<file path="src/rtl/simon_cbc_pkg.sv">
// Shared types and constants for the SIMON64/96 CBC controller and its cipher core.
package simon_cbc_pkg;

    localparam int unsigned BLK_W  = 64;
    localparam int unsigned KEY_W  = 96;
    localparam int unsigned WORD_W = 32;
    localparam int unsigned ROUNDS = 42;

    // z2 constant sequence, first element in the MSB.
    localparam logic [61:0] Z2_SEQ =
        62'b10101111011100000011010010011000101000010001111110010110110011;

    localparam logic MODE_ENC = 1'b1;
    localparam logic MODE_DEC = 1'b0;

    typedef enum logic [1:0] {
        UNKEYED = 2'd0,
        IDLE    = 2'd1,
        CALC    = 2'd2,
        OUT     = 2'd3
    } cbc_state_t;

endpackage

</file>
<file path="src/rtl/simon64_96_cbc_if.sv">
// Block stream handshake between a producer/consumer and the CBC controller.
interface simon64_96_cbc_if;
    import simon_cbc_pkg::*;

    logic             in_valid;
    logic             in_ready;
    logic [BLK_W-1:0] in_data;
    logic             out_valid;
    logic             out_ready;
    logic [BLK_W-1:0] out_data;

    modport master (
        output in_valid, in_data, out_ready,
        input  in_ready, out_valid, out_data
    );

    modport slave (
        input  in_valid, in_data, out_ready,
        output in_ready, out_valid, out_data
    );

endinterface

</file>
<file path="src/rtl/simon64_96.sv">
// Combinational SIMON64/96 block cipher: full 42-round key schedule and datapath.
module simon64_96
    import simon_cbc_pkg::*;
(
    input  logic [BLK_W-1:0] block_in,
    input  logic [KEY_W-1:0] key,
    input  logic             encryptOrDecrypt,
    output logic [BLK_W-1:0] block_out
);

    localparam int unsigned KS_W = ROUNDS * WORD_W;

    function automatic logic [WORD_W-1:0] f_rnd(input logic [WORD_W-1:0] x);
        return ({x[30:0], x[31]} & {x[23:0], x[31:24]}) ^ {x[29:0], x[31:30]};
    endfunction

    // Round keys packed with k0 in the low word and k41 in the high word.
    function automatic logic [KS_W-1:0] key_sched(input logic [KEY_W-1:0] k);
        logic [WORD_W-1:0] a, b, c, t;
        logic [61:0]       z;
        logic [KS_W-1:0]   ks;
        a  = k[31:0];
        b  = k[63:32];
        c  = k[95:64];
        z  = Z2_SEQ;
        ks = '0;
        for (int unsigned i = 0; i < ROUNDS; i++) begin
            ks = {a, ks[KS_W-1:WORD_W]};
            t  = {c[2:0], c[31:3]};
            t  = t ^ {t[0], t[31:1]};
            t  = ~a ^ t ^ {30'd0, 1'b1, ~z[61]};
            z  = {z[60:0], 1'b0};
            a  = b;
            b  = c;
            c  = t;
        end
        return ks;
    endfunction

    function automatic logic [BLK_W-1:0] enc_rounds(input logic [BLK_W-1:0] blk,
                                                    input logic [KS_W-1:0]  ks_in);
        logic [WORD_W-1:0] x, y, t;
        logic [KS_W-1:0]   ks;
        x  = blk[63:32];
        y  = blk[31:0];
        ks = ks_in;
        for (int unsigned i = 0; i < ROUNDS; i++) begin
            t  = x;
            x  = y ^ f_rnd(x) ^ ks[WORD_W-1:0];
            y  = t;
            ks = ks >> WORD_W;
        end
        return {x, y};
    endfunction

    function automatic logic [BLK_W-1:0] dec_rounds(input logic [BLK_W-1:0] blk,
                                                    input logic [KS_W-1:0]  ks_in);
        logic [WORD_W-1:0] x, y, t;
        logic [KS_W-1:0]   ks;
        x  = blk[63:32];
        y  = blk[31:0];
        ks = ks_in;
        for (int unsigned i = 0; i < ROUNDS; i++) begin
            t  = y;
            y  = x ^ f_rnd(y) ^ ks[KS_W-1:KS_W-WORD_W];
            x  = t;
            ks = ks << WORD_W;
        end
        return {x, y};
    endfunction

    logic [KS_W-1:0] round_keys;

    assign round_keys = key_sched(key);
    assign block_out  = (encryptOrDecrypt == MODE_ENC) ? enc_rounds(block_in, round_keys)
                                                       : dec_rounds(block_in, round_keys);

endmodule

</file>
<file path="src/rtl/simon64_96_cbc.sv">
// CBC-mode streaming controller around one combinational simon64_96 core.
// Define SIMON_CBC_DECRYPT_EN to honour cfg_mode; otherwise the block is encrypt-only.
module simon64_96_cbc
    import simon_cbc_pkg::*;
#(
    parameter int unsigned CNT_W = 16
) (
    input  logic               clk,
    input  logic               rst_n,
    input  logic               cfg_load,
    input  logic [KEY_W-1:0]   cfg_key,
    input  logic [BLK_W-1:0]   cfg_iv,
    input  logic               cfg_mode,
    simon64_96_cbc_if.slave    bus,
    output logic               keyed,
    output logic [CNT_W-1:0]   blk_cnt
);

    cbc_state_t       state_q, state_d;
    logic [KEY_W-1:0] key_q, key_d;
    logic [BLK_W-1:0] chain_q, chain_d;
    logic [BLK_W-1:0] core_in_q, core_in_d;
    logic [BLK_W-1:0] out_data_q, out_data_d;
    logic             out_valid_q, out_valid_d;
    logic             keyed_q, keyed_d;
    logic [CNT_W-1:0] blk_cnt_q, blk_cnt_d;
    logic [BLK_W-1:0] core_out;
    logic             in_ready;
    logic             enc;

`ifdef SIMON_CBC_DECRYPT_EN
    logic             mode_q, mode_d;
    logic [BLK_W-1:0] ct_q, ct_d;
    assign enc = mode_q;
`else
    logic unused_cfg_mode;
    assign unused_cfg_mode = cfg_mode;
    assign enc             = MODE_ENC;
`endif

    simon64_96 u_core (
        .block_in         (core_in_q),
        .key              (key_q),
        .encryptOrDecrypt (enc),
        .block_out        (core_out)
    );

    always_comb begin
        state_d     = state_q;
        key_d       = key_q;
        chain_d     = chain_q;
        core_in_d   = core_in_q;
        out_data_d  = out_data_q;
        out_valid_d = out_valid_q;
        keyed_d     = keyed_q;
        blk_cnt_d   = blk_cnt_q;
        in_ready    = 1'b0;
`ifdef SIMON_CBC_DECRYPT_EN
        mode_d      = mode_q;
        ct_d        = ct_q;
`endif
        unique case (state_q)
            UNKEYED, IDLE: begin
                if (cfg_load) begin
                    key_d     = cfg_key;
                    chain_d   = cfg_iv;
                    blk_cnt_d = '0;
                    keyed_d   = 1'b1;
                    state_d   = IDLE;
`ifdef SIMON_CBC_DECRYPT_EN
                    mode_d    = cfg_mode;
`endif
                end else if (state_q == IDLE) begin
                    in_ready = 1'b1;
                    if (bus.in_valid) begin
                        state_d = CALC;
`ifdef SIMON_CBC_DECRYPT_EN
                        core_in_d = (enc == MODE_ENC) ? (bus.in_data ^ chain_q) : bus.in_data;
                        ct_d      = bus.in_data;
`else
                        core_in_d = bus.in_data ^ chain_q;
`endif
                    end
                end
            end
            CALC: begin
`ifdef SIMON_CBC_DECRYPT_EN
                if (enc == MODE_ENC) begin
                    out_data_d = core_out;
                    chain_d    = core_out;
                end else begin
                    out_data_d = core_out ^ chain_q;
                    chain_d    = ct_q;
                end
`else
                out_data_d = core_out;
                chain_d    = core_out;
`endif
                out_valid_d = 1'b1;
                state_d     = OUT;
            end
            OUT: begin
                if (bus.out_ready) begin
                    out_valid_d = 1'b0;
                    blk_cnt_d   = blk_cnt_q + CNT_W'(1);
                    state_d     = IDLE;
                end
            end
            default: state_d = UNKEYED;
        endcase
    end

    always_ff @(posedge clk or negedge rst_n) begin
        if (!rst_n) begin
            state_q     <= UNKEYED;
            key_q       <= '0;
            chain_q     <= '0;
            core_in_q   <= '0;
            out_data_q  <= '0;
            out_valid_q <= 1'b0;
            keyed_q     <= 1'b0;
            blk_cnt_q   <= '0;
`ifdef SIMON_CBC_DECRYPT_EN
            mode_q      <= MODE_ENC;
            ct_q        <= '0;
`endif
        end else begin
            state_q     <= state_d;
            key_q       <= key_d;
            chain_q     <= chain_d;
            core_in_q   <= core_in_d;
            out_data_q  <= out_data_d;
            out_valid_q <= out_valid_d;
            keyed_q     <= keyed_d;
            blk_cnt_q   <= blk_cnt_d;
`ifdef SIMON_CBC_DECRYPT_EN
            mode_q      <= mode_d;
            ct_q        <= ct_d;
`endif
        end
    end

    assign bus.in_ready  = in_ready;
    assign bus.out_valid = out_valid_q;
    assign bus.out_data  = out_data_q;
    assign keyed         = keyed_q;
    assign blk_cnt       = blk_cnt_q;

endmodule

</file>
<file path="src/flat_wrapper.sv">
// flat-port wrapper written by rule: the top's interface ports become plain ports
module simon64_96_cbc_flat import simon_cbc_pkg::*;
#(
    parameter int unsigned CNT_W = 16
)
  (clk, rst_n, cfg_load, cfg_key, cfg_iv, cfg_mode, keyed, blk_cnt, bus_in_valid, bus_in_data, bus_out_ready, bus_in_ready, bus_out_valid, bus_out_data);
  simon64_96_cbc_if bus_i ();
  input  logic clk;
  input  logic rst_n;
  input  logic cfg_load;
  input  logic [KEY_W-1:0] cfg_key;
  input  logic [BLK_W-1:0] cfg_iv;
  input  logic cfg_mode;
  output logic keyed;
  output logic [CNT_W-1:0] blk_cnt;
  input wire logic [$bits(bus_i.in_valid)-1:0] bus_in_valid;
  input wire logic [$bits(bus_i.in_data)-1:0] bus_in_data;
  input wire logic [$bits(bus_i.out_ready)-1:0] bus_out_ready;
  output wire logic [$bits(bus_i.in_ready)-1:0] bus_in_ready;
  output wire logic [$bits(bus_i.out_valid)-1:0] bus_out_valid;
  output wire logic [$bits(bus_i.out_data)-1:0] bus_out_data;
  assign bus_i.in_valid = bus_in_valid;
  assign bus_i.in_data = bus_in_data;
  assign bus_i.out_ready = bus_out_ready;
  assign bus_in_ready = bus_i.in_ready;
  assign bus_out_valid = bus_i.out_valid;
  assign bus_out_data = bus_i.out_data;
  simon64_96_cbc #(.CNT_W(CNT_W)) u_core (.clk(clk), .rst_n(rst_n), .cfg_load(cfg_load), .cfg_key(cfg_key), .cfg_iv(cfg_iv), .cfg_mode(cfg_mode), .bus(bus_i), .keyed(keyed), .blk_cnt(blk_cnt));
endmodule
</file>
<file path="config.mk">
export PLATFORM = sky130hd
export DESIGN_NAME = simon64_96_cbc_flat
export DESIGN_NICKNAME = d
export VERILOG_FILES = /design/src/rtl/simon_cbc_pkg.sv /design/src/rtl/simon64_96_cbc_if.sv /design/src/rtl/simon64_96.sv /design/src/rtl/simon64_96_cbc.sv /design/src/flat_wrapper.sv
export SDC_FILE = /design/constraint.sdc
export NUM_CORES = 2
export LEC_CHECK = 0
export CELL_PAD_IN_SITES_DETAIL_PLACEMENT = 2
export CELL_PAD_IN_SITES_GLOBAL_PLACEMENT = 2
export CORE_ASPECT_RATIO = 1.1
export CORE_MARGIN = 2
export CORE_UTILIZATION = 46
export CTS_BUF_LIST = sky130_fd_sc_hd__clkbuf_16
export CTS_CLUSTER_DIAMETER = 120
export DETAILED_ROUTE_END_ITERATION = 6
export PLACE_DENSITY_LB_ADDON = 0.05
export SLEW_MARGIN = 20
export SYNTH_ARGS = -nofsm -noshare
export SYNTH_HDL_FRONTEND = slang
export SYNTH_SLANG_ARGS = --single-unit
export TNS_END_PERCENT = 1
</file>
<file path="constraint.sdc">
create_clock -name clk -period 41.1 [get_ports clk]
set_input_delay 12.33 -clock clk [delete_from_list [all_inputs] [get_ports clk]]
set_output_delay 12.33 -clock clk [all_outputs]
set_load 0.05 [all_outputs]
</file>
==> run metrics, run 1 <==
outcome did not finish; failing step global routing (5_1_grt); Log Error [ERROR GRT-0116] Global routing finished with congestion. Check the congestion regions in the DRC Viewer.; Placer Congestion 1.103; Die Width about 480 microns; Commonest cells post-synth xnor2_1 (4080), xor2_1 (1286), nand2_1 (882); Post-Syn Area ~0.11 sq mm; Top FF cell, synth dfrtp_1; yosys warns 0; Synth cell types 147; hpwl dp around 610000 microns; synth top area cells xnor2_1 (32%), xnor3_1 (16%), xor2_1 (10%); cell with the most instances after synthesis xnor2_1; die extent in y 524.0 microns; top-area cell type share of the netlist area 0.3160; total grt overflow 19; first-pass GRT wire length between 1000000 and 1500000 microns; vias in the first global route between 100k and 150k; H-tree depth 2; Synth area leader xnor2_1; clock root cell clkbuf_16; Num CTS Buffers 41; PortBufs between 300 and 400; Inst Count DP 16135; Mapped Nets 12450; clock tree buffer depth 3; #FFs+latches synth slightly above 300; row count 190; Initial Util 0.4632; Synth async-reset ratio 1.000; Post-synth EDFFs 0; largest net degree at the start of global routing 119; Post-CTS Setup Repair Bufs 0; Post-CTS Hold Buffers 0; I/O pins around 310; post-CTS sizing 0; GRT Util Overall 0.6740; syn avg cell area 9.255 sq um; Post-Synthesis Cells 12219; CTS Sinks 308; register area share after synthesis 0.06816
[kinds of logic after synthesis]
group                      Yosys count  share of synthesized area
DFF                                308                    0.06816
and+or+nand+nor                   3133                     0.1428
xor gates and xnor gates          6697                     0.6675
adders and majority gates            1                  0.0001106
AOI/OAI and AO/OA                 1655                     0.1018
muxes                               71                   0.006484
buffers and inverters              354                    0.01309
[layer usage]
metal	GRT overflow	track usage
met5	0	0.1180
met3	0	0.4246
met1	0	0.6603
met4	5	0.7329
met2	14	0.9131
[stage by stage]
step,worst slack (ns),cell area (sq um)
2_1_floorplan,14.71,113100
3_3_place_gp,5.699,124300
3_5_place_dp,4.394,124400
4_1_cts,3.005,125800
==> run 2, diff against run 1 <==
--- a/config.mk
+++ b/config.mk
@@ -5,15 +5,10 @@
 export SDC_FILE = /design/constraint.sdc
 export NUM_CORES = 2
 export LEC_CHECK = 0
-export CELL_PAD_IN_SITES_DETAIL_PLACEMENT = 2
-export CELL_PAD_IN_SITES_GLOBAL_PLACEMENT = 2
-export CORE_ASPECT_RATIO = 1.1
 export CORE_MARGIN = 2
-export CORE_UTILIZATION = 46
-export CTS_BUF_LIST = sky130_fd_sc_hd__clkbuf_16
-export CTS_CLUSTER_DIAMETER = 120
+export CORE_UTILIZATION = 34
 export DETAILED_ROUTE_END_ITERATION = 6
-export PLACE_DENSITY_LB_ADDON = 0.05
+export PLACE_DENSITY_LB_ADDON = 0.15
 export SLEW_MARGIN = 20
 export SYNTH_ARGS = -nofsm -noshare
 export SYNTH_HDL_FRONTEND = slang
==> run metrics, run 2 <==
cell count of the worst reg-to-reg path 82; final period utilization 0.8971; final setup vio count 0; # DRC 0; largest net degree at the start of global routing around 110; Post-CTS Hold Buffers 0 (unchanged); Synth area leader xnor2_1; total grt overflow 0; Avg Vias per Cell 5.812; Max-cap violations 0; die area ~0.34 sq mm; #FFs+latches synth 308 (unchanged); Num CTS Buffers 39 (-4.9%); Slew headroom 0.1417; cell with the most instances after synthesis xnor2_1; die extent in y 580.7 microns (+11%); Biggest register u_core.key_q; HP Class flip-flop to flip-flop; Post-Synthesis Cells 12219 (unchanged); most frequent cells in the layout xnor2_1 (3945), xor2_1 (1280), nand2_1 (880); post-CTS sizing 0 (unchanged); CTS Sinks 308 (unchanged); H-tree depth 2 (unchanged); Synth async-reset ratio 1.000 (unchanged); Mapped Nets 12450 (unchanged); CTS tree done; leading cell type in the layout, fill and taps excluded xnor2_1; worst reg2reg path endpoint u_core.chain_q[50]; critical path arrival 37.33 ns; crit-path most repeated cell xnor2_1; hpwl dp 554600 microns (-9.7%); Post-synth EDFFs 0 (unchanged); vias in the first global route about 97000; critical path startpoint category flip-flop; register area share after synthesis 0.06816 (unchanged); CP max FO 12; Top FF cell, synth dfrtp_1; 1st-iter DRT viols ~12000; Post-CTS Setup Repair Bufs 0 (unchanged); yosys warns 0 (unchanged); synth top area cells xnor2_1 (32%), xnor3_1 (16%), xor2_1 (10%); Die Width 580.7 microns (+22%); kind of critical path flip-flop to flip-flop; Antenna Nets Post-Route 0; max reg flops 96; Synth cell types 147 (unchanged); Reg2Reg Launch Point u_core.core_in_q[43]; antenna violations before repair 12; per-cell routed wire length around 38 microns; crit path to u_core.chain_q[50]; RSZ-0062 raised after global routing no; GRT Util Overall 0.3715; Layout Skew about 0.044 ns; first-pass GRT wire length 859700 microns; Final Max Slew Viols 0; FF-to-FF setup slack 4.23 ns; CP max stage delay ~0.96 ns; row count 211 (+11%); clock root cell clkbuf_16; Vias between 100k and 150k; crit path launch u_core.core_in_q[43]; endpoint class of the critical path flip-flop; Post-Syn Area 0.1131 sq mm (unchanged); Initial Util 0.3419 (-0.1213); min cycle time layout 36.87 ns; fin nets 13157; clock tree buffer depth 3 (unchanged); outcome complete, no violations; syn avg cell area 9.255 sq um (unchanged); Commonest cells post-synth xnor2_1 (4080), xor2_1 (1286), nand2_1 (882); I/O pins 313 (unchanged); Worst Tran Pin Value 1.278 ns; Placer Congestion 1.059 (-4.0%); WP data required 41.56 ns; PortBufs 311 (unchanged); Skew-Pair Late Insertion Delay between 0.6 and 0.7 ns; Final Hold Vio Count 0; area delta synth->final 12.75%; Fin Setup TNS 0 ns; Post-Route WL 651000 microns; Fmax 27.12 MHz; CP max stage cell o31ai_1; top-area cell type share of the netlist area 0.3160 (unchanged); layout cells sized above 1 0.1116; DRT Pass-1 Iters 6; Clock transition at path regs 0.06 ns; core area 0.3308 sq mm
## run 2: worst min-delay path by stage
stage / to / startpoint / slack, ns / cells after the start
2_1_floorplan: u_core.core_in_q[12] / u_core.core_in_q[12] / 0.50 / 2
3_3_place_gp: u_core.keyed / u_core.keyed / 0.45 / 1
3_5_place_dp: u_core.keyed / u_core.keyed / 0.46 / 1
4_1_cts: u_core.keyed / u_core.keyed / 0.48 / 1
5_1_grt: u_core.bus.out_data[54] / u_core.bus.out_data[54] / 0.51 / 2
6_report: u_core.keyed / u_core.keyed / 0.48 / 1
## run 2: cells by family after synthesis
| kind of cell | Yosys count | share of synthesized area |
|---|---|---|
| xor+xnor | 6697 | 0.6675 |
| simple gates | 3133 | 0.1428 |
| compound gates | 1655 | 0.1018 |
| buf+inv | 354 | 0.01309 |
| flops | 308 | 0.06816 |
| mux | 71 | 0.006484 |
| fa+ha+maj | 1 | 0.0001106 |
## run 2: cell type report
type | count | area, sq um
antenna | 2 | 5.005
clock buffer | 52 | 1095
clock inverter | 15 | 158.9
fill | 33782 | 203300
inverter | 102 | 382.9
multi-input combinational | 11557 | 105000
sequential | 308 | 7709
tap | 4366 | 5463
timing repair buffer | 918 | 7674
## run 2: critical path: cells and delay by family, from the launching register on
family                    cells  cell delay, ns
and+or+nand+nor              25            7.18
AOI/OAI and AO/OA            14            5.06
xor gates and xnor gates     43           23.57
DFF                           1            0.74
## run 2: layer usage
layer  wire (microns)  GRT usage  part of all wire  up-vias
met3            48670    0.04671             0.075     1527
met4            57130     0.2676             0.088        0
met5                0          0                 0        -
li1                 -          -                 -    43032
met2           291200     0.5953              0.45     5552
met1           254000     0.4606              0.39    50554
## run 2: through the flow
step | setup slack [ns] | cells | hold slack, ns | area (sq um) | utilization
5_1_grt | 3.899 | 17319 | 0.5050 | 127500 | 0.3854
3_3_place_gp | 5.613 | 17250 | 0.4546 | 126000 | 0.3808
4_1_cts | 5.292 | 17318 | 0.4811 | 127400 | 0.3852
2_1_floorplan | 14.71 | 12219 | 0.4971 | 113100 | -
6_report | 4.227 | 17320 | 0.4777 | 127500 | 0.3854
3_5_place_dp | 5.381 | 17251 | 0.4573 | 126200 | 0.3814
Power of run 2 is not shown: default switching activity piles up to over one toggle a cycle in this logic, so the estimate is an artifact.
